$ cat src/rtl/uart_result_streamer.sv
// ============================================================================
// uart_result_streamer
//
// Purpose:
//   Dumps a block of height*width result words from the output memory onto a
//   UART line. After a start strobe the words are read one at a time. Each
//   word is sent as BYTES = ceil(DATA_WIDTH/8) byte frames, least significant
//   byte first. Each frame is a start bit, 8 data bits (LSB first), an
//   optional parity bit and one or two stop bits. An abort request stops the
//   dump cleanly at the next byte-frame boundary.
//
// Ports:
//   clk        in   system clock
//   rst        in   asynchronous, active-high reset
//   start      in   one-cycle dump request, ignored while busy
//   abort      in   stop after the byte frame currently on the line
//   height     in   [DIM_WIDTH]   image rows, sampled when start is accepted
//   width      in   [DIM_WIDTH]   image columns, sampled when start is accepted
//   mem_addr   out  [ADDR_WIDTH]  read address (word index, zero-extended)
//   mem_rd_en  out  read strobe, one per word
//   mem_rdata  in   [DATA_WIDTH]  read data, valid MEM_LATENCY clocks after mem_rd_en
//   tx_serial  out  UART line, idle high
//   busy       out  dump in progress
//   done       out  one-cycle completion pulse
// ============================================================================
module uart_result_streamer #(
    parameter int CLKS_PER_BIT = 434,
    parameter int DATA_WIDTH   = 16,
    parameter int DIM_WIDTH    = 8,
    parameter int ADDR_WIDTH   = 16,
    parameter int MEM_LATENCY  = 1,
    parameter int PARITY       = 0,
    parameter int STOP_BITS    = 1
) (
    input  logic                  clk,
    input  logic                  rst,
    input  logic                  start,
    input  logic                  abort,
    input  logic [DIM_WIDTH-1:0]  height,
    input  logic [DIM_WIDTH-1:0]  width,
    output logic [ADDR_WIDTH-1:0] mem_addr,
    output logic                  mem_rd_en,
    input  logic [DATA_WIDTH-1:0] mem_rdata,
    output logic                  tx_serial,
    output logic                  busy,
    output logic                  done
);

    // ------------------------------------------------------------------------
    // Derived sizes
    // ------------------------------------------------------------------------
    localparam int BYTES   = (DATA_WIDTH + 7) / 8;
    localparam int SHIFT_W = BYTES * 8;
    localparam int COUNT_W = 2 * DIM_WIDTH;
    localparam int BAUD_W  = $clog2(CLKS_PER_BIT + 1);
    localparam int WAIT_W  = $clog2(MEM_LATENCY + 1);
    localparam int BYTE_W  = $clog2(BYTES + 1);

    localparam logic [BAUD_W-1:0] BAUD_LAST = BAUD_W'(CLKS_PER_BIT - 1);
    localparam logic [WAIT_W-1:0] WAIT_LAST = WAIT_W'(MEM_LATENCY - 1);
    localparam logic [BYTE_W-1:0] BYTE_LAST = BYTE_W'(BYTES - 1);
    localparam logic              STOP_LAST = (STOP_BITS == 2);
    localparam logic              HAS_PARITY = (PARITY != 0);
    localparam logic              PAR_INV    = (PARITY == 2);

    // ------------------------------------------------------------------------
    // Parameter sanity checks, caught while elaborating
    // ------------------------------------------------------------------------
    generate
        if (ADDR_WIDTH < 2 * DIM_WIDTH) begin : g_bad_addr_width
            $error("uart_result_streamer: ADDR_WIDTH must be >= 2*DIM_WIDTH");
        end
        if (MEM_LATENCY < 1) begin : g_bad_latency
            $error("uart_result_streamer: MEM_LATENCY must be >= 1");
        end
        if (PARITY < 0 || PARITY > 2) begin : g_bad_parity
            $error("uart_result_streamer: PARITY must be 0, 1 or 2");
        end
        if (STOP_BITS != 1 && STOP_BITS != 2) begin : g_bad_stop
            $error("uart_result_streamer: STOP_BITS must be 1 or 2");
        end
        if (CLKS_PER_BIT < 1) begin : g_bad_baud
            $error("uart_result_streamer: CLKS_PER_BIT must be >= 1");
        end
    endgenerate

    typedef enum logic [2:0] {
        IDLE,
        FETCH,
        WAIT,
        START,
        DATA,
        PAR,
        STOP,
        DONE
    } state_t;

    state_t               state;
    logic [COUNT_W-1:0]   total;
    logic [COUNT_W-1:0]   word_idx;
    logic [SHIFT_W-1:0]   shift_reg;
    logic [BYTE_W-1:0]    byte_idx;
    logic [2:0]           bit_idx;
    logic                 stop_idx;
    logic [BAUD_W-1:0]    baud_cnt;
    logic [WAIT_W-1:0]    wait_cnt;
    logic                 par_acc;
    logic                 abort_flag;

    logic [COUNT_W-1:0]   product;
    logic [COUNT_W:0]     next_idx;
    logic                 more_words;
    logic                 baud_end;
    logic                 stop_req;

    // ------------------------------------------------------------------------
    // Helper terms for the FSM. The word count is an unsigned product of the
    // two dimensions at full double width so it can never wrap. The index
    // increment carries one extra bit so the "more words left" test is an
    // honest unsigned compare even at the largest possible image.
    // ------------------------------------------------------------------------
    always_comb begin
        product    = COUNT_W'(height) * COUNT_W'(width);
        next_idx   = {1'b0, word_idx} + (COUNT_W + 1)'(1);
        more_words = (next_idx < {1'b0, total});
        baud_end   = (baud_cnt == BAUD_LAST);
        stop_req   = abort_flag | abort;
    end

    // ------------------------------------------------------------------------
    // Main sequencer. Every output is a register, so each output value is
    // loaded on the edge that enters the state it belongs to: mem_rd_en goes
    // high on entry to FETCH, the start-bit low on entry to START, and so on.
    //
    // Bits are launched from the bottom of shift_reg, which shifts right once
    // per data bit. After 8 shifts the next byte of the word already sits in
    // the low bits, so consecutive bytes need no extra handling. par_acc
    // collects the XOR of the bits as they go out, so it is complete when the
    // last data bit ends and the parity bit can be driven straight from it.
    //
    // An abort request is only acted on where cutting off costs nothing: while
    // still fetching, or at the end of a byte frame's last stop bit. It is
    // remembered in abort_flag until the FSM returns to IDLE.
    // ------------------------------------------------------------------------
    always_ff @(posedge clk or posedge rst) begin
        if (rst) begin
            state      <= IDLE;
            total      <= '0;
            word_idx   <= '0;
            shift_reg  <= '0;
            byte_idx   <= '0;
            bit_idx    <= '0;
            stop_idx   <= 1'b0;
            baud_cnt   <= '0;
            wait_cnt   <= '0;
            par_acc    <= 1'b0;
            abort_flag <= 1'b0;
            mem_addr   <= '0;
            mem_rd_en  <= 1'b0;
            tx_serial  <= 1'b1;
            busy       <= 1'b0;
            done       <= 1'b0;
        end else begin
            if (abort && state != IDLE && state != DONE) begin
                abort_flag <= 1'b1;
            end

            case (state)
                IDLE: begin
                    tx_serial <= 1'b1;
                    done      <= 1'b0;
                    mem_rd_en <= 1'b0;
                    if (start) begin
                        total <= product;
                        busy  <= 1'b1;
                        if (product == '0) begin
                            done  <= 1'b1;
                            state <= DONE;
                        end else begin
                            word_idx  <= '0;
                            mem_addr  <= '0;
                            mem_rd_en <= 1'b1;
                            state     <= FETCH;
                        end
                    end
                end

                FETCH: begin
                    mem_rd_en <= 1'b0;
                    wait_cnt  <= '0;
                    if (stop_req) begin
                        done  <= 1'b1;
                        state <= DONE;
                    end else begin
                        state <= WAIT;
                    end
                end

                WAIT: begin
                    if (stop_req) begin
                        done  <= 1'b1;
                        state <= DONE;
                    end else if (wait_cnt == WAIT_LAST) begin
                        shift_reg <= SHIFT_W'(mem_rdata);
                        byte_idx  <= '0;
                        baud_cnt  <= '0;
                        tx_serial <= 1'b0;
                        state     <= START;
                    end else begin
                        wait_cnt <= wait_cnt + WAIT_W'(1);
                    end
                end

                START: begin
                    if (baud_end) begin
                        baud_cnt  <= '0;
                        tx_serial <= shift_reg[0];
                        par_acc   <= shift_reg[0];
                        shift_reg <= shift_reg >> 1;
                        bit_idx   <= '0;
                        state     <= DATA;
                    end else begin
                        baud_cnt <= baud_cnt + BAUD_W'(1);
                    end
                end

                DATA: begin
                    if (baud_end) begin
                        baud_cnt <= '0;
                        if (bit_idx == 3'd7) begin
                            if (HAS_PARITY) begin
                                tx_serial <= par_acc ^ PAR_INV;
                                state     <= PAR;
                            end else begin
                                tx_serial <= 1'b1;
                                stop_idx  <= 1'b0;
                                state     <= STOP;
                            end
                        end else begin
                            tx_serial <= shift_reg[0];
                            par_acc   <= par_acc ^ shift_reg[0];
                            shift_reg <= shift_reg >> 1;
                            bit_idx   <= bit_idx + 3'd1;
                        end
                    end else begin
                        baud_cnt <= baud_cnt + BAUD_W'(1);
                    end
                end

                PAR: begin
                    if (baud_end) begin
                        baud_cnt  <= '0;
                        tx_serial <= 1'b1;
                        stop_idx  <= 1'b0;
                        state     <= STOP;
                    end else begin
                        baud_cnt <= baud_cnt + BAUD_W'(1);
                    end
                end

                STOP: begin
                    if (baud_end) begin
                        baud_cnt <= '0;
                        if (stop_idx != STOP_LAST) begin
                            stop_idx <= 1'b1;
                        end else if (stop_req) begin
                            done  <= 1'b1;
                            state <= DONE;
                        end else if (byte_idx != BYTE_LAST) begin
                            byte_idx  <= byte_idx + BYTE_W'(1);
                            tx_serial <= 1'b0;
                            state     <= START;
                        end else if (more_words) begin
                            word_idx  <= next_idx[COUNT_W-1:0];
                            mem_addr  <= ADDR_WIDTH'(next_idx[COUNT_W-1:0]);
                            mem_rd_en <= 1'b1;
                            state     <= FETCH;
                        end else begin
                            done  <= 1'b1;
                            state <= DONE;
                        end
                    end else begin
                        baud_cnt <= baud_cnt + BAUD_W'(1);
                    end
                end

                DONE: begin
                    done       <= 1'b0;
                    busy       <= 1'b0;
                    abort_flag <= 1'b0;
                    tx_serial  <= 1'b1;
                    state      <= IDLE;
                end

                default: begin
                    state <= IDLE;
                end
            endcase
        end
    end

endmodule

$ cat config.mk
export PLATFORM = sky130hd
export DESIGN_NAME = uart_result_streamer
export DESIGN_NICKNAME = d
export VERILOG_FILES = /design/src/rtl/uart_result_streamer.sv
export SDC_FILE = /design/constraint.sdc
export NUM_CORES = 1
export LEC_CHECK = 0
export CAP_MARGIN = 20
export CORE_AREA = 2 2 102 124
export CTS_BUF_LIST = sky130_fd_sc_hd__clkbuf_2 sky130_fd_sc_hd__clkbuf_4 sky130_fd_sc_hd__clkbuf_8
export DETAILED_ROUTE_END_ITERATION = 8
export DIE_AREA = 0 0 104 126
export MAX_ROUTING_LAYER = met4
export PLACE_DENSITY = 0.71
export SLEW_MARGIN = 15
export SYNTH_ARGS = -nofsm -noshare
export SYNTH_HDL_FRONTEND = slang
export SYNTH_SLANG_ARGS = --single-unit
$ cat constraint.sdc
create_clock -name clk -period 6.1 [get_ports clk]
set_input_delay 1.83 -clock clk [delete_from_list [all_inputs] [get_ports clk]]
set_output_delay 1.83 -clock clk [all_outputs]
set_load 0.05 [all_outputs]
==> reports/metrics.cfg <==
[detailed_routing]
routedWlPerCell_um = 14.7
wl_met3_um = 441
ant_nets = 0
drt-total-wl_mm = 14.9
drt-met1-wl_mm = 6.28
first_iter_violations = 299
via_per_inst = 5.46
highest_layer = met4
first_pass_iters = 5
drc = 0
vias = 5520
wl_met2_mm = 7.91

[synthesis]
ys.flop_type = dfrtp_1
synth_area_um2 = 6420
synthArstFlopShare_pct = 100
synth_warnings = 0
synth_edf_count = 0
syn_avg_cell_area_um2 = 8.75
synth_nets = 862
syn_inst = 733
yosysSeqAreaShare_pct = 27.3
ys_types = 74
ys_ff_latch = 70

[critical_path]
slowest_delay_ps = 510
cpMaxStageDelayCell = fa_1
crit_fanout = 8
crit_arrival_ps = 6260
worst-path-buf-inv = 6
required_ps = 6380
crit_family = adder cells
end_kind = flop
cpMostUsedCell = fa_1
start_kind = primary input
path_class = primary input to flop
path_cells = buf_6, buf_6, and2_4, fa_1, fa_1, fa_1, inv_1, fa_1, inv_2, ha_4, a21o_1, a31o_1, or3_1, o22ai_2, xnor2_2, buf_4, nand4_4, o211ai_4, buf_12, mux2i_1

[cells_and_area]
diodes = 0
fill_cells = 990
layout_commonest_cell = nand2_1
drive_gt1_share_pct = 18.1
nets = 975
finalNonFillerCells = 1011
final_core_util_pct = 67.0
syn_to_final_growth_pct = 24.2
layout_common_cells = 90 x nand2_1, 78 x inv_1, 69 x dfrtp_1

[power_and_ir_drop]
power.density_nw_per_um2 = 419
max-vdd-ir-drop_mv = 0.206
intPower_uw = 1830
cellLeakagePower_uw = 0.00385
clock_power_share_pct = 11.2
pwr-share-seq_pct = 24.5
p_comb_share_pct = 64.2
power_uw = 3340
switching_power_uw = 1510
switching_share_pct = 45.2

[sta]
setup_viol = 0
fin_crit_sh_pct = 98.0
layout_setup_ws_ps = 123
tightest_slew_ps = 985
relSlewSlack_pct = 34.3
finClkSkew_ps = 9.40
slew_violations = 0
hold_viol = 0
grt_setup_unrepaired = true
timing.fmax_mhz = 167
fin_crit_ps = 5980

[place]
dp.cells = 985
gp_congestion = 0.869
dp_slack_ps = -858
numPortBuffers = 55
hpwl_mm = 11.5

[floorplanning]
die_area_um2 = 13100
rows = 44
ioPinCount = 56
core_area_um2 = 11900
die_h_um = 126
dieWidth_um = 104
start_util_pct = 54.0

[global_route]
grt_pass1_vias = 5602
grt_pass1_wl_mm = 25.5
grt_usage_pct = 24.1
grt-ovfl-total = 0
grt_antenna_before_repair = 0
grt_max_degree = 39

[clock_network]
clockRootBuffer = clkbuf_8
clk_pin_slew_ps = 80
h-tree-depth = 3
clk_path_buf_depth = 2
cts_tree = done
worstSkewPairLatency_ps = 360
cts_sinks = 70
cts_buffers = 9

[status]
outcome = finished clean

[min_path]
hold_path.class = flop to flop

[run]
cap_violations = 0

[what timing repair did]
action | 4_1_cts | 5_1_grt
hold buffers | 0 | 0
buffers inserted | 5 | 4
resized for setup | 68 | 45
endpoints found under the setup margin | 21 | 19
pin swaps | 25 | 37
[path summary, 6_finish.rpt]
kind / startpoint / end / slack, ps / depth (start not counted)
worst min-delay path: tx_serial / tx_serial / 480 / 2
worst min register to register: tx_serial / tx_serial / 480 / 2
worst max register to register: word_idx[0] / word_idx[8] / 2060 / 14
max in group asynchronous: rst / total[13] / 3200 / 3
min in group asynchronous: rst / shift_reg[6] / 1950 / 2
worst max-delay path: width[5] / word_idx[13] / 120 / 20
[synthesized netlist by cell type (5+ instances only)]
library cell,n,area (um2)
nor3_1,7,35.0
fa_1,36,721
and3_1,9,56.3
nand4_1,6,37.5
a21oi_1,29,145
dfrtp_1,69,1730
inv_1,80,300
xnor2_1,17,149
nand3_1,19,95.1
a22o_1,6,52.6
and4_1,5,43.8
or3_1,5,31.3
mux2i_1,29,290
clkbuf_1,13,48.8
o21ai_0,65,325
nand2_1,95,357
nand2b_1,5,31.3
o211ai_1,5,37.5
nor2_1,41,154
a21o_1,6,45.0
and2_1,52,325
ha_1,57,713
o31ai_1,5,37.5
[worst min-delay path, cell delays in order (launching register included)]
cell and delay, ps:
dfstp_2 370, nand2_1 50, o31ai_1 60
[power groups by stage]
stage | Sequential [uW] | Combinational, uW | Clock [uW]
finish | 819 | 2150 | 375
global route | 850 | 2380 | 404
CTS | 815 | 2080 | 381
detailed placement | 823 | 1960 | 0
global placement | 811 | 1900 | 0
floorplan | 874 | 1260 | 0
[per-layer routing]
metal  vias to the layer above  GRT usage (%)
met3                        21           2.80
met1                      2675           29.6
met4                         0           7.63
met2                        97           41.8
li1                       2727              -
met5                         -              -
[kinds of logic after synthesis]
logic type               share of synthesized area [%]
AO/OA/AOI/OAI                                     15.0
XOR/XNOR                                          2.87
adder cells (fa/ha/maj)                           22.3
buffers and inverters                             6.53
flip-flops                                        27.3
multiplexers                                      4.87
AND/OR/NAND/NOR                                   21.1
[per-stage QoR]
step,setup TNS (ps),instance area [um2],hold WS [ps]
3_3_place_gp,-14120,7530,462
6_report,0,7970,482
2_1_floorplan,0,6450,444
3_5_place_dp,-17170,7530,470
5_1_grt,-3.56,7970,508
4_1_cts,0,7860,481
[cell type report]
| type | instances | area [um2] | area share (%) |
|---|---|---|---|
| multi-input cells | 562 | 4480 | 56.2 |
| flip-flops and latches | 70 | 1750 | 22.0 |
| repair buffers | 122 | 1040 | 13.1 |
| inverters | 81 | 304 | 3.82 |
| well taps | 161 | 201 | 2.53 |
| clock buffers | 11 | 139 | 1.74 |
| clock inverters | 4 | 48.8 | 0.612 |
Power figures use the tool's default switching activity.
